### src/rtl/rf_wr_arbiter.sv
// -----------------------------------------------------------------------------
// rf_wr_arbiter
//
// Round-robin arbiter that shares the register file's two write ports (A, B)
// among NREQ writeback requesters. Each cycle it grants up to two requesters
// with distinct nonzero destinations. It registers those grants onto the
// we/wa/wd port outputs. Writes to x0 are accepted and dropped without using
// a port.
//
// Ports:
//   clk        rising-edge clock
//   rst_n      asynchronous active-low reset
//   freeze     blocks every acceptance this cycle
//   req_valid  per-requester write pending
//   req_addr   per-requester destination register (5 bits each)
//   req_data   per-requester write data (XLEN bits each)
//   req_ready  combinational accept; a transfer happens on valid & ready
//   we_a/wa_a/wd_a  registered write port A
//   we_b/wa_b/wd_b  registered write port B
//   rr_ptr     current round-robin start index (debug)
// -----------------------------------------------------------------------------
module rf_wr_arbiter #(
  parameter int XLEN = 32,
  parameter int NREQ = 4,
  localparam int PW  = (NREQ > 1) ? $clog2(NREQ) : 1
) (
  input  logic                      clk,
  input  logic                      rst_n,
  input  logic                      freeze,
  input  logic [NREQ-1:0]           req_valid,
  input  logic [NREQ-1:0][4:0]      req_addr,
  input  logic [NREQ-1:0][XLEN-1:0] req_data,
  output logic [NREQ-1:0]           req_ready,
  output logic                      we_a,
  output logic [4:0]                wa_a,
  output logic [XLEN-1:0]           wd_a,
  output logic                      we_b,
  output logic [4:0]                wa_b,
  output logic [XLEN-1:0]           wd_b,
  output logic [PW-1:0]             rr_ptr
);

  localparam logic [PW:0] NREQ_W = (PW+1)'(NREQ);

  // (base + off) mod NREQ. One extra bit of headroom is enough because both
  // operands are below NREQ, so a single conditional subtract wraps it.
  function automatic logic [PW-1:0] wrap_add(input logic [PW-1:0] base,
                                             input logic [PW:0]   off);
    logic [PW:0] sum;
    // NOTE: functions and always_comb use blocking '='; only always_ff
    // state uses non-blocking '<='.
    sum = {1'b0, base} + off;
    if (sum >= NREQ_W) sum = sum - NREQ_W;
    return sum[PW-1:0];
  endfunction

  logic [NREQ-1:0] addr_zero;
  logic [NREQ-1:0] elig;
  logic            gnt_a_vld;
  logic            gnt_b_vld;
  logic [PW-1:0]   gnt_a_idx;
  logic [PW-1:0]   gnt_b_idx;
  logic [NREQ-1:0] gnt_oh;
  logic [PW-1:0]   last_idx;

  always_comb begin
    addr_zero = '0;
    for (int i = 0; i < NREQ; i++) addr_zero[i] = (req_addr[i] == 5'd0);
  end

  assign elig = req_valid & ~addr_zero;

  // Walk the requesters starting at rr_ptr. The first eligible one takes
  // port A. The next eligible one with a different destination takes port B.
  // A requester that matches A's destination is skipped and stays pending, so
  // the two ports never write the same register in one cycle.
  always_comb begin
    logic [PW-1:0] idx;
    // NOTE: every output of this block gets a default first; a path that left
    // one unassigned would infer a latch.
    idx       = '0;
    gnt_a_vld = 1'b0;
    gnt_b_vld = 1'b0;
    gnt_a_idx = '0;
    gnt_b_idx = '0;
    gnt_oh    = '0;
    for (int k = 0; k < NREQ; k++) begin
      idx = wrap_add(rr_ptr, (PW+1)'(k));
      if (elig[idx]) begin
        if (!gnt_a_vld) begin
          gnt_a_vld   = 1'b1;
          gnt_a_idx   = idx;
          gnt_oh[idx] = 1'b1;
        end else if (!gnt_b_vld && (req_addr[idx] != req_addr[gnt_a_idx])) begin
          gnt_b_vld   = 1'b1;
          gnt_b_idx   = idx;
          gnt_oh[idx] = 1'b1;
        end
      end
    end
  end

  // x0 writes are always absorbed, even when req_valid is low. This is harmless,
  // because a transfer needs valid & ready. Ready is held low while in reset.
  assign req_ready = {NREQ{rst_n & ~freeze}} & (gnt_oh | addr_zero);

  // The pointer advances past the last port grant, which is B when present.
  assign last_idx = gnt_b_vld ? gnt_b_idx : gnt_a_idx;

  always_ff @(posedge clk or negedge rst_n) begin
    if (!rst_n) begin
      we_a   <= 1'b0;
      wa_a   <= '0;
      wd_a   <= '0;
      we_b   <= 1'b0;
      wa_b   <= '0;
      wd_b   <= '0;
      rr_ptr <= '0;
    end else begin
      we_a <= gnt_a_vld & ~freeze;
      we_b <= gnt_b_vld & ~freeze;
      // An unused port keeps its last address and data. Only we drops.
      if (gnt_a_vld && !freeze) begin
        wa_a <= req_addr[gnt_a_idx];
        wd_a <= req_data[gnt_a_idx];
      end
      if (gnt_b_vld && !freeze) begin
        wa_b <= req_addr[gnt_b_idx];
        wd_b <= req_data[gnt_b_idx];
      end
      if (gnt_a_vld && !freeze) rr_ptr <= wrap_add(last_idx, (PW+1)'(1));
    end
  end

endmodule

### config.mk
export PLATFORM = sky130hd
export DESIGN_NAME = rf_wr_arbiter
export DESIGN_NICKNAME = d
export VERILOG_FILES = /design/src/rtl/rf_wr_arbiter.sv
export SDC_FILE = /design/constraint.sdc
export NUM_CORES = 1
export LEC_CHECK = 0
export CORE_MARGIN = 5
export CORE_UTILIZATION = 45
export DETAILED_ROUTE_END_ITERATION = 8
export MAX_ROUTING_LAYER = met4
export PLACE_DENSITY_LB_ADDON = 0.3
export SKIP_CTS_REPAIR_TIMING = 1
export SLEW_MARGIN = 30
export SYNTH_ARGS = -nofsm -noshare
export SYNTH_HDL_FRONTEND = slang
export SYNTH_SLANG_ARGS = --single-unit
### constraint.sdc
create_clock -name clk -period 9.1 [get_ports clk]
set_clock_uncertainty 0.1 [all_clocks]
set_input_delay 1.82 -clock clk [delete_from_list [all_inputs] [get_ports clk]]
set_output_delay 1.82 -clock clk [all_outputs]
set_load 0.005 [all_outputs]
==> results of run 1 <==
## through the flow
step	total power (W)	instances	cell area, um2
after floorplan	0.00327	989	7490
after global placement	0.00443	1396	10100
after detailed placement	0.00450	1397	10100
after CTS	0.00490	1413	10400
after global routing	0.00532	1414	10400
final	0.00493	1414	10400
## report_power, final
group / switching [W] / internal [W]
clock: 0.000160 / 0.000215
sequential: 0.000115 / 0.000542
combinational: 0.00230 / 0.00159
total: 0.00257 / 0.00235
## Yosys cell counts (all sizes together), types with 2 or more instances
cell / count
a2111oi: 6
a221oi: 3
a311oi: 2
or4: 3
mux2i: 48
xnor2: 9
mux4: 23
nand4b: 2
o2111ai: 4
nor2: 53
nand2: 270
buf: 29
xor2: 6
a21oi: 16
nor4: 2
dfrtp: 78
and2: 2
a21o: 7
ha: 5
o22a: 32
inv: 19
clkinv: 2
nand3: 45
clkbuf: 59
o221ai: 37
or3: 5
o31ai: 2
o211a: 3
o21a: 6
a31oi: 8
nand4: 2
a211oi: 17
nor3: 14
or2: 2
and3: 4
o21ai: 100
o211ai: 50
## sequential cells by signal (all words and copies together) (netlist names)
register  flops
wd_a         32
we_a          1
wa_a          5
wd_b         32
wa_b          5
we_b          1
rr_ptr        2
## final cells by class
class | count | area (um2) | area share, %
multi-input cells | 802 | 5140 | 49.3
repair buffers | 276 | 2680 | 25.7
flip-flops and latches | 78 | 1950 | 18.7
well taps | 220 | 275 | 2.64
clock buffers | 10 | 229 | 2.20
inverters | 21 | 78.8 | 0.756
clock inverters | 6 | 70.1 | 0.672
diodes | 1 | 2.50 | 0.0240
## per-layer routing
layer  track usage, %  share of wire [%]  vias to the layer above
met5                -                  0                        -
met4             11.3                3.5                        0
met3             6.17                9.2                       85
met2             48.2                 47                      491
met1             39.2                 40                     4153
li1                 -                  -                     4033
## cell families (layout without fill, tap and decap cells)
group                    Yosys count  in the layout
AND/OR/NAND/NOR                  408            408
AO/OA/AOI/OAI                    302            302
buffers and inverters            109            313
flip-flops                        78             78
multiplexers                      72             72
XOR/XNOR                          15             15
adder cells (fa/ha/maj)            5              5
other                              0              1
## critical path, cell delays in order
cell and delay (ns):
clkdlybuf4s50_1 0.53, or4_1 0.68, o21a_1 0.25, mux4_2 0.58, ha_2 0.36, inv_1 0.05
mux2_4 0.31, a2111oi_0 0.28, a2111oi_0 0.12, or3b_1 0.45, or2_1 0.26, a21oi_1 0.15
nor2_1 0.10, a221oi_1 0.31, a21oi_1 0.11, clkdlybuf4s50_1 0.45
## worst min path at each step
stage              from  endpoint  slack, ns  depth (start not counted)
3_3_place_gp   wd_a[17]  wd_a[17]       0.36                          2
3_5_place_dp    wd_a[7]   wd_a[7]       0.37                          2
6_report       wd_a[16]  wd_a[16]       0.38                          2
5_1_grt         wd_a[2]   wd_a[2]       0.40                          2
4_1_cts         wd_a[2]   wd_a[2]       0.38                          2
2_1_floorplan   wa_a[1]   wa_a[1]       0.37                          2
==> metrics, run 1 <==
Post-Syn Area per Cell=7.57 um2; worst path arrival time=6.82 ns; post-synth top area cell=dfrtp_1; Hold Worst Slack=0.379 ns; GP Congestion=1.01; Period minus WS final=8.74 ns; DRC Markers=0; Max-cap violations=0; startpoint types=primary input; cell row count=47; main combinational cell family by area after synthesis=compound AO/OA/AOI/OAI gates; num ports=237; Crit. End Element=output port; initial antenna violation count=1; Layout Nets=1348; TNS Setup=0 ns; Layout area overhead=39.3%; port bufs=236; initial drt markers=768; die height=139 um; most frequent cells in the layout=268 x nand2_1, 235 x clkdlybuf4s50_1, 91 x o21ai_0; Total GRT Usage=30.6%; count of final setup violators=0; CP endpoint=req_ready[1]; Post-synth EDFFs=0; CP Class=primary input to output port; worst r2r dst=wd_b[8]; CTS clk-pin slew, worst paths=0.06 ns; CTS sink cnt=78; leakage=4.18 nW; Routed WL=29.8 mm; worst skew pair latency=0.35 ns; largest net degree at the start of global routing=69; Post-Synth XOR/XNOR Area=1.75%; synthesized area=7490 um2; Chip Width=139 um; Synth Area in Compound Gates=29.0%; Hold Crit Class=flip-flop to flip-flop; first-pass GRT wire length=47.0 mm; status=complete, no violations; Peak VDD IR=0.000417 V; R2R depth=13; RSZ-0062 raised after global routing=no; adder-cell share of the synthesized area=0.835%; root buffer cell=clkbuf_16; critical path peak fanout=9; Layout fillers=1466; Mapped Cells=989; drt pass-1 iters=5; detailed-route via count=8762; power per cell area=472 nW/um2; via-per-instance ratio=6.20; Slew headroom=37.7%; commonest non-fill, non-tap cell in the layout=nand2_1; ranking of synthesized cells by area=dfrtp_1 26%, nand2_1 14%, mux4_2 6.9%, mux2i_1 6.4%, o21ai_0 6.1%; Synth Net Count=1149; cts bufs inserted=9; Initial Util=45.5%; Max Slew Vio Count=0; top-area cell type share of the netlist area=26.1%; Most used DFF post-synth=dfrtp_1; multiplexer share of the synthesized area=13.5%; Slew @ Worst Pin=0.935 ns; WL/cell=21.1 um; final core utilization=63.4%; core area=16500 um2; Max Freq=114 MHz; post-synth cell types=64; CTS tree=done; register area share after synthesis=26.1%; fin crit share=96.1%; R2R setup slack=2.13 ns; total grt overflow=0; Critical Path Source=req_addr[2]; Required @ worst endpoint=7.18 ns; Synth Warn #=0; Synth Register Bits=78; total die area=19300 um2; Post-synth ARST share=100%; share of layout cells above drive strength 1=8.63%; dpl ws=0.197 ns; post-route ant nets=0; reg2reg start=rr_ptr[1]; Final Hold Viols=0; setup slack after layout=0.356 ns; H-tree depth=3; simple-gate share of the synthesized area=22.7%; vias in the first global route=8505; DP HPWL=21.0 mm; Max Buffers Root-to-Sink=2
Note: power is estimated with default switching activity, not from simulation.
==> inputs of run 2 (changes only) <==
- ABC_AREA: default -> 1
- CELL_PAD_IN_SITES_DETAIL_PLACEMENT: default -> 0
- CELL_PAD_IN_SITES_GLOBAL_PLACEMENT: default -> 2
- CORE_UTILIZATION: 45 -> 24
==> run 2 against run 1 <==
Net effect:
- first-iteration DRC count decreased by 37%
- maximum frequency increased by 5.7%
- setup slack improved by 0.47 ns
- non-clock buffer count decreased by 27
- hold slack got worse by 0.0017 ns
- sequential cell count unchanged
- sequential share of layout area decreased by 0.20 points
- global-route usage decreased by 11 points
- critical path depth increased by 8
- critical path type unchanged
- critical endpoint is now req_ready[0]
==> metrics, run 2 <==
Initial Util=24.3% (-21 points); fin crit share=90.9% (-5.2 points); H-tree depth=3 (unchanged); DP HPWL=24.4 mm (+17%); critical path peak fanout=19 (+10); startpoint types=primary input; Max Buffers Root-to-Sink=2 (unchanged); Routed WL=35.6 mm (+19%); most common cell in the netlist=nand2_1; drt pass-1 iters=5 (unchanged); total grt overflow=0 (unchanged); Layout Nets=1625 (+21%); ranking of synthesized cells by area=dfrtp_1 25%, nand2_1 22%, nand3_1 14%, inv_1 8.4%, o211ai_1 7.5%; Total GRT Usage=20.0% (-11 points); post-synth top area cell=dfrtp_1; reg2reg start=rr_ptr[1]; Hold Worst Slack=0.378 ns (-0.00165 ns); final core utilization=33.4% (-30 points); Period minus WS final=8.27 ns (-0.469 ns); CTS clk-pin slew, worst paths=0.07 ns (about the same); initial antenna violation count=3 (+2); num ports=237 (unchanged); Most used DFF post-synth=dfrtp_1; DRC Markers=0 (unchanged); first-pass GRT wire length=54.4 mm (+16%); Slew headroom=36.7% (-0.92 points); Post-synth ARST share=100% (unchanged); RSZ-0062 raised after global routing=no; Crit-path slowest cell=clkdlybuf4s50_1; Final Hold Viols=0 (unchanged); die height=189 um (+36%); largest net degree at the start of global routing=109 (+58%); Chip Width=189 um (+36%); R2R depth=25 (+12); worst r2r dst=wd_b[18]; status=complete, no violations; Synth Net Count=1451 (+26%); worst hold endpoint=wd_b[31]; total die area=35600 um2 (+84%); cell row count=65 (+38%); CP Class=primary input to output port; synthesized area=7670 um2 (+2.4%); register area share after synthesis=25.5% (-0.60 points); share of layout cells above drive strength 1=5.37% (-3.3 points); commonest non-fill, non-tap cell in the layout=nand2_1; Synth Warn #=0 (unchanged); hold path startpoint=wd_b[31]; Synth Register Bits=78 (unchanged); most frequent cells after synthesis=450 x nand2_1, 207 x nand3_1, 171 x inv_1; Slew @ Worst Pin=0.947 ns (+0.0125 ns); Max Freq=121 MHz (+5.7%); Mapped Cells=1291 (+31%); Critical Path Source=req_addr[1]; placed cell areas=10200 um2 (+1.3%); Layout area overhead=37.5%; Max Slew Vio Count=0 (unchanged); initial drt markers=482 (-37%); Post-Syn Area per Cell=5.94 um2 (-22%); cts bufs inserted=9 (unchanged); Finished Cell Area=10500 um2 (+1.1%); post-synth cell types=37 (-42%); CTS tree=done; via-per-instance ratio=4.83 (-22%); Crit. End Element=output port; root buffer cell=clkbuf_16; R2R setup slack=3.20 ns (+1.07 ns); top-area cell type share of the netlist area=25.5% (-0.60 points); Required @ worst endpoint=7.18 ns (about the same); Post-synth EDFFs=0 (unchanged); Max-cap violations=0 (unchanged); TNS Setup=0 ns (unchanged); CTS sink cnt=78 (unchanged); GP Congestion=0.900 (-11%); core area=31600 um2 (+92%); WL/cell=19.0 um (-10%); Worst path max stage delay=0.54 ns (-0.14 ns); count of final setup violators=0 (unchanged); port bufs=236 (unchanged); vias in the first global route=8916 (+4.8%); worst path arrival time=6.35 ns (-0.47 ns); worst-path cell chain=clkdlybuf4s50_1 -> nor2_1 -> nand3_2 -> nand3_2 -> nand3_1 -> nand2_2 -> inv_1 -> ha_1 -> inv_1 -> nand2_2 -> nand2_2 -> nand2_2 -> nand2_2 -> nand2_1 -> nand2_1 -> nand2_1 -> nand3_1 -> nand2_1 -> nand3_1 -> o21ai_0 -> nand2_1 -> nand3_1 -> a21oi_1 -> clkdlybuf4s50_1; Hold Crit Class=flip-flop to flip-flop; Hold Path Depth=2 (unchanged); top flop regs=wd_a (32), wd_b (32); post-route ant nets=0 (unchanged); most frequent cells in the layout=448 x nand2_1, 235 x clkdlybuf4s50_1, 207 x nand3_1; worst skew pair latency=0.34 ns (about the same); detailed-route via count=9050 (+3.3%)
[run 2: cell count changes after synthesis, moves of 33 or more]
cell / before / now
o21ai_0: 91 / 32
nand2_1: 270 / 450
mux2i_1: 48 / 0
nand3_1: 45 / 207
a31oi_1: 8 / 41
inv_1: 18 / 171
[run 2: final cells by class]
cell class	count	area, um2
fill	3529	21000
clock buffer	10	229
antenna	3	7.51
sequential	78	1950
timing repair buffer	249	2490
multi-input combinational	944	4600
clock inverter	6	70.1
tap	402	503
inverter	183	692
[run 2: worst max-delay path by stage]
stage | endpoint | slack (ns) | cells past startpoint
2_1_floorplan | req_ready[0] | 2.88 | 22
3_3_place_gp | req_ready[1] | 1.04 | 24
3_5_place_dp | req_ready[0] | 0.96 | 23
4_1_cts | req_ready[0] | 0.95 | 23
5_1_grt | req_ready[0] | 0.45 | 23
6_report | req_ready[0] | 0.83 | 24
[run 2: cell families (layout without fill, tap and decap cells)]
family,after synthesis,after routing,share of synthesized area [%]
AND/OR/NAND/NOR,755,755,42.7
buffers and inverters,269,448,15.2
AO/OA/AOI/OAI,179,179,15.3
flip-flops,78,78,25.5
adder cells (fa/ha/maj),5,5,0.816
XOR/XNOR,5,5,0.571
other,0,3,0
[run 2: per-layer routing]
metal | global-route usage (%) | routed length [um] | share of wire (%) | up-vias
met5 | - | 0 | 0 | -
met3 | 4.30 | 2010 | 5.7 | 26
met2 | 32.2 | 16500 | 46 | 266
met4 | 4.34 | 476 | 1.3 | 0
li1 | - | - | - | 4543
met1 | 26.0 | 16600 | 47 | 4215
[run 2: through the flow]
stage | setup slack [ns] | instances
finish | 0.826 | 1875
floorplan | 2.88 | 1291
detailed placement | 0.964 | 1856
global route | 0.446 | 1875
CTS | 0.945 | 1872
global placement | 1.04 | 1855
[run 2: critical path: cells and delay by family]
family          cells  cell delay (ns)
buf+inv             4             1.40
compound gates      2             0.33
simple gates       17             2.39
fa+ha+maj           1             0.40
Power of run 2 is not shown: default switching activity piles up to over one toggle a cycle in this logic, so the estimate is an artifact.
==> inputs of run 3 (changes only) <==
- SETUP_SLACK_MARGIN: default -> 0.15
- clock period: 9.1 -> 8.2 ns (I/O delays scaled with it)
==> run 3 against run 2 <==
Net effect:
- highest routed layer unchanged
- cell count up 0.27%
- setup slack worse by 0.29 ns
- sequential share of layout area about the same
- critical path depth unchanged
- core utilization up 0.083 points
- via count down 0.44%
- sequential cell count unchanged
- clock-buffer cell count unchanged
- largest cell class unchanged
==> metrics, run 3 (synthesis gave the netlist of run 2 again) <==
Routed WL=35.2 mm (-1.1%); via-per-instance ratio=4.79 (-0.71%); die height=189 um (unchanged); total die area=35600 um2 (unchanged); GP Congestion=0.837 (-6.9%); Chip Width=189 um (unchanged); commonest non-fill, non-tap cell in the layout=nand2_1; CP bufs+invs=4 (unchanged); Slew headroom=34.6% (-2.1 points); drt pass-1 iters=6 (+1); WL/cell=18.7 um (-1.4%); Crit. End Element=output port; dpl ws=0.384 ns (-0.580 ns); num ports=237 (unchanged); Layout Nets=1627 (+0.12%); cell family with the largest share of critical-path delay=simple AND/OR/NAND/NOR gates; first-pass GRT wire length=54.0 mm (-0.69%); total grt overflow=0 (unchanged); Required @ worst endpoint=6.46 ns (-0.72 ns); setup slack after layout=0.531 ns (-0.295 ns); port bufs=236 (unchanged); Max Buffers Root-to-Sink=2 (unchanged); root buffer cell=clkbuf_16; Max-cap violations=0 (unchanged); met1 WL=16.1 mm (-2.6%); share of layout cells above drive strength 1=5.57% (+0.20 points); critical path peak fanout=19 (unchanged); placed cells=1858 (+0.11%); Total GRT Usage=19.8% (-0.22 points); DP HPWL=24.1 mm (-1.4%); largest net degree at the start of global routing=150 (+38%); CP Class=primary input to output port; worst path arrival time=5.93 ns (-0.42 ns); CTS sink cnt=78 (unchanged); worst-path cell chain=clkdlybuf4s50_1 -> nor2_1 -> nand3_2 -> nand3_2 -> nand3_1 -> nand2_2 -> inv_1 -> ha_4 -> inv_1 -> nand2_2 -> nand2_2 -> nand2_2 -> nand2_2 -> nand2_1 -> nand2_1 -> nand2_1 -> nand3_1 -> nand2_1 -> nand3_1 -> o21ai_0 -> nand2_1 -> nand3_1 -> a21oi_1 -> clkdlybuf4s50_1; Hold Worst Slack=0.381 ns (+0.00285 ns); Final Hold Viols=0 (unchanged); Max Freq=130 MHz; post-route ant nets=0 (unchanged); Layout area overhead=37.8%; status=complete, no violations; fin crit share=93.5%; Initial Util=24.3% (unchanged); top flop regs=wd_a (32), wd_b (32); Hold Crit Class=flip-flop to flip-flop; DRC Markers=0 (unchanged); TNS Setup=0 ns (unchanged); Worst path max stage delay=0.56 ns (+0.02 ns); count of final setup violators=0 (unchanged); Crit-path slowest cell=clkdlybuf4s50_1; routed length on met3=2.28 mm (+13%); uppermost layer routed=met4; initial antenna violation count=6 (+3); cts bufs inserted=9 (unchanged); detailed-route via count=9010 (-0.44%); WL met2=16.2 mm (-2.1%); fin cells=1880 (+0.27%); Period minus WS final=7.67 ns; most frequent cells in the layout=448 x nand2_1, 235 x clkdlybuf4s50_1, 207 x nand3_1; H-tree depth=3 (unchanged); initial drt markers=620 (+29%); Max Slew Vio Count=0 (unchanged); worst skew pair latency=0.34 ns (about the same); core area=31600 um2 (unchanged); startpoint types=primary input; CTS tree=done; RSZ-0062 raised after global routing=no; CTS clk-pin slew, worst paths=0.07 ns (about the same); cell row count=65 (unchanged); vias in the first global route=8919 (+0.034%); Slew @ Worst Pin=0.979 ns (+0.0315 ns); Layout fillers=3486 (-1.2%)
==> run 3: cell types whose count changed in the layout (fill, tap and decap cells not counted), sizes merged <==
cell and change:
diode +3, clkinv +1, buf +2, inv -1
==> run 3: cell type report <==
class,count,area (um2),share of cell area (%)
tap,402,503,4.76
timing repair buffer,251,2500,23.6
clock inverter,6,70.1,0.663
clock buffer,10,229,2.17
sequential,78,1950,18.5
multi-input combinational,944,4610,43.6
inverter,183,691,6.53
antenna,6,15.0,0.142
==> run 3: path summary, 6_finish.rpt <==
kind	end	cells past startpoint	slack (ns)	from
min in group asynchronous	wd_a[23]	1	1.18	rst_n
worst max-delay path	req_ready[1]	24	0.53	req_addr[12]
worst max register to register	wd_b[18]	25	2.08	rr_ptr[1]
max in group asynchronous	wd_a[25]	2	5.65	rst_n
worst min-delay path	wa_b[1]	2	0.38	wa_b[1]
worst min register to register	wa_b[1]	2	0.38	wa_b[1]
==> run 3: per-stage QoR <==
stage / instance area [um2] / utilization [%]
6_report: 10600 / 33.5
5_1_grt: 10600 / 33.5
4_1_cts: 10500 / 33.4
3_5_place_dp: 10200 / 32.5
3_3_place_gp: 10200 / 32.5
2_1_floorplan: 7670 / -
==> run 3: metal layers <==
layer / vias to the layer above / track usage [%]
li1: 4545 / -
met1: 4155 / 25.9
met2: 277 / 31.4
met3: 33 / 4.39
met4: 0 / 4.62
met5: - / -
==> run 3: worst reg2reg max path, stage by stage, from the launching register on <==
cell     delay, ns
dfrtp_1       0.69
inv_1         0.41
ha_1          0.56
inv_1         0.54
nand3_2       0.21
nand2_4       0.18
nand2_2       0.07
nand2_2       0.24
nand2_2       0.12
nand2_2       0.29
nand2_1       0.12
nand3_1       0.10
nand3_1       0.07
nand2_1       0.08
nand3_1       0.23
nor2_2        0.18
nor2_2        0.06
nand2_2       0.05
nand2_2       0.28
nand2_2       0.58
buf_4         0.45
nand2_1       0.09
nand3_1       0.08
nand2_1       0.07
nand2_1       0.11
nand2_1       0.06
Power of run 3 is left out for the same reason.
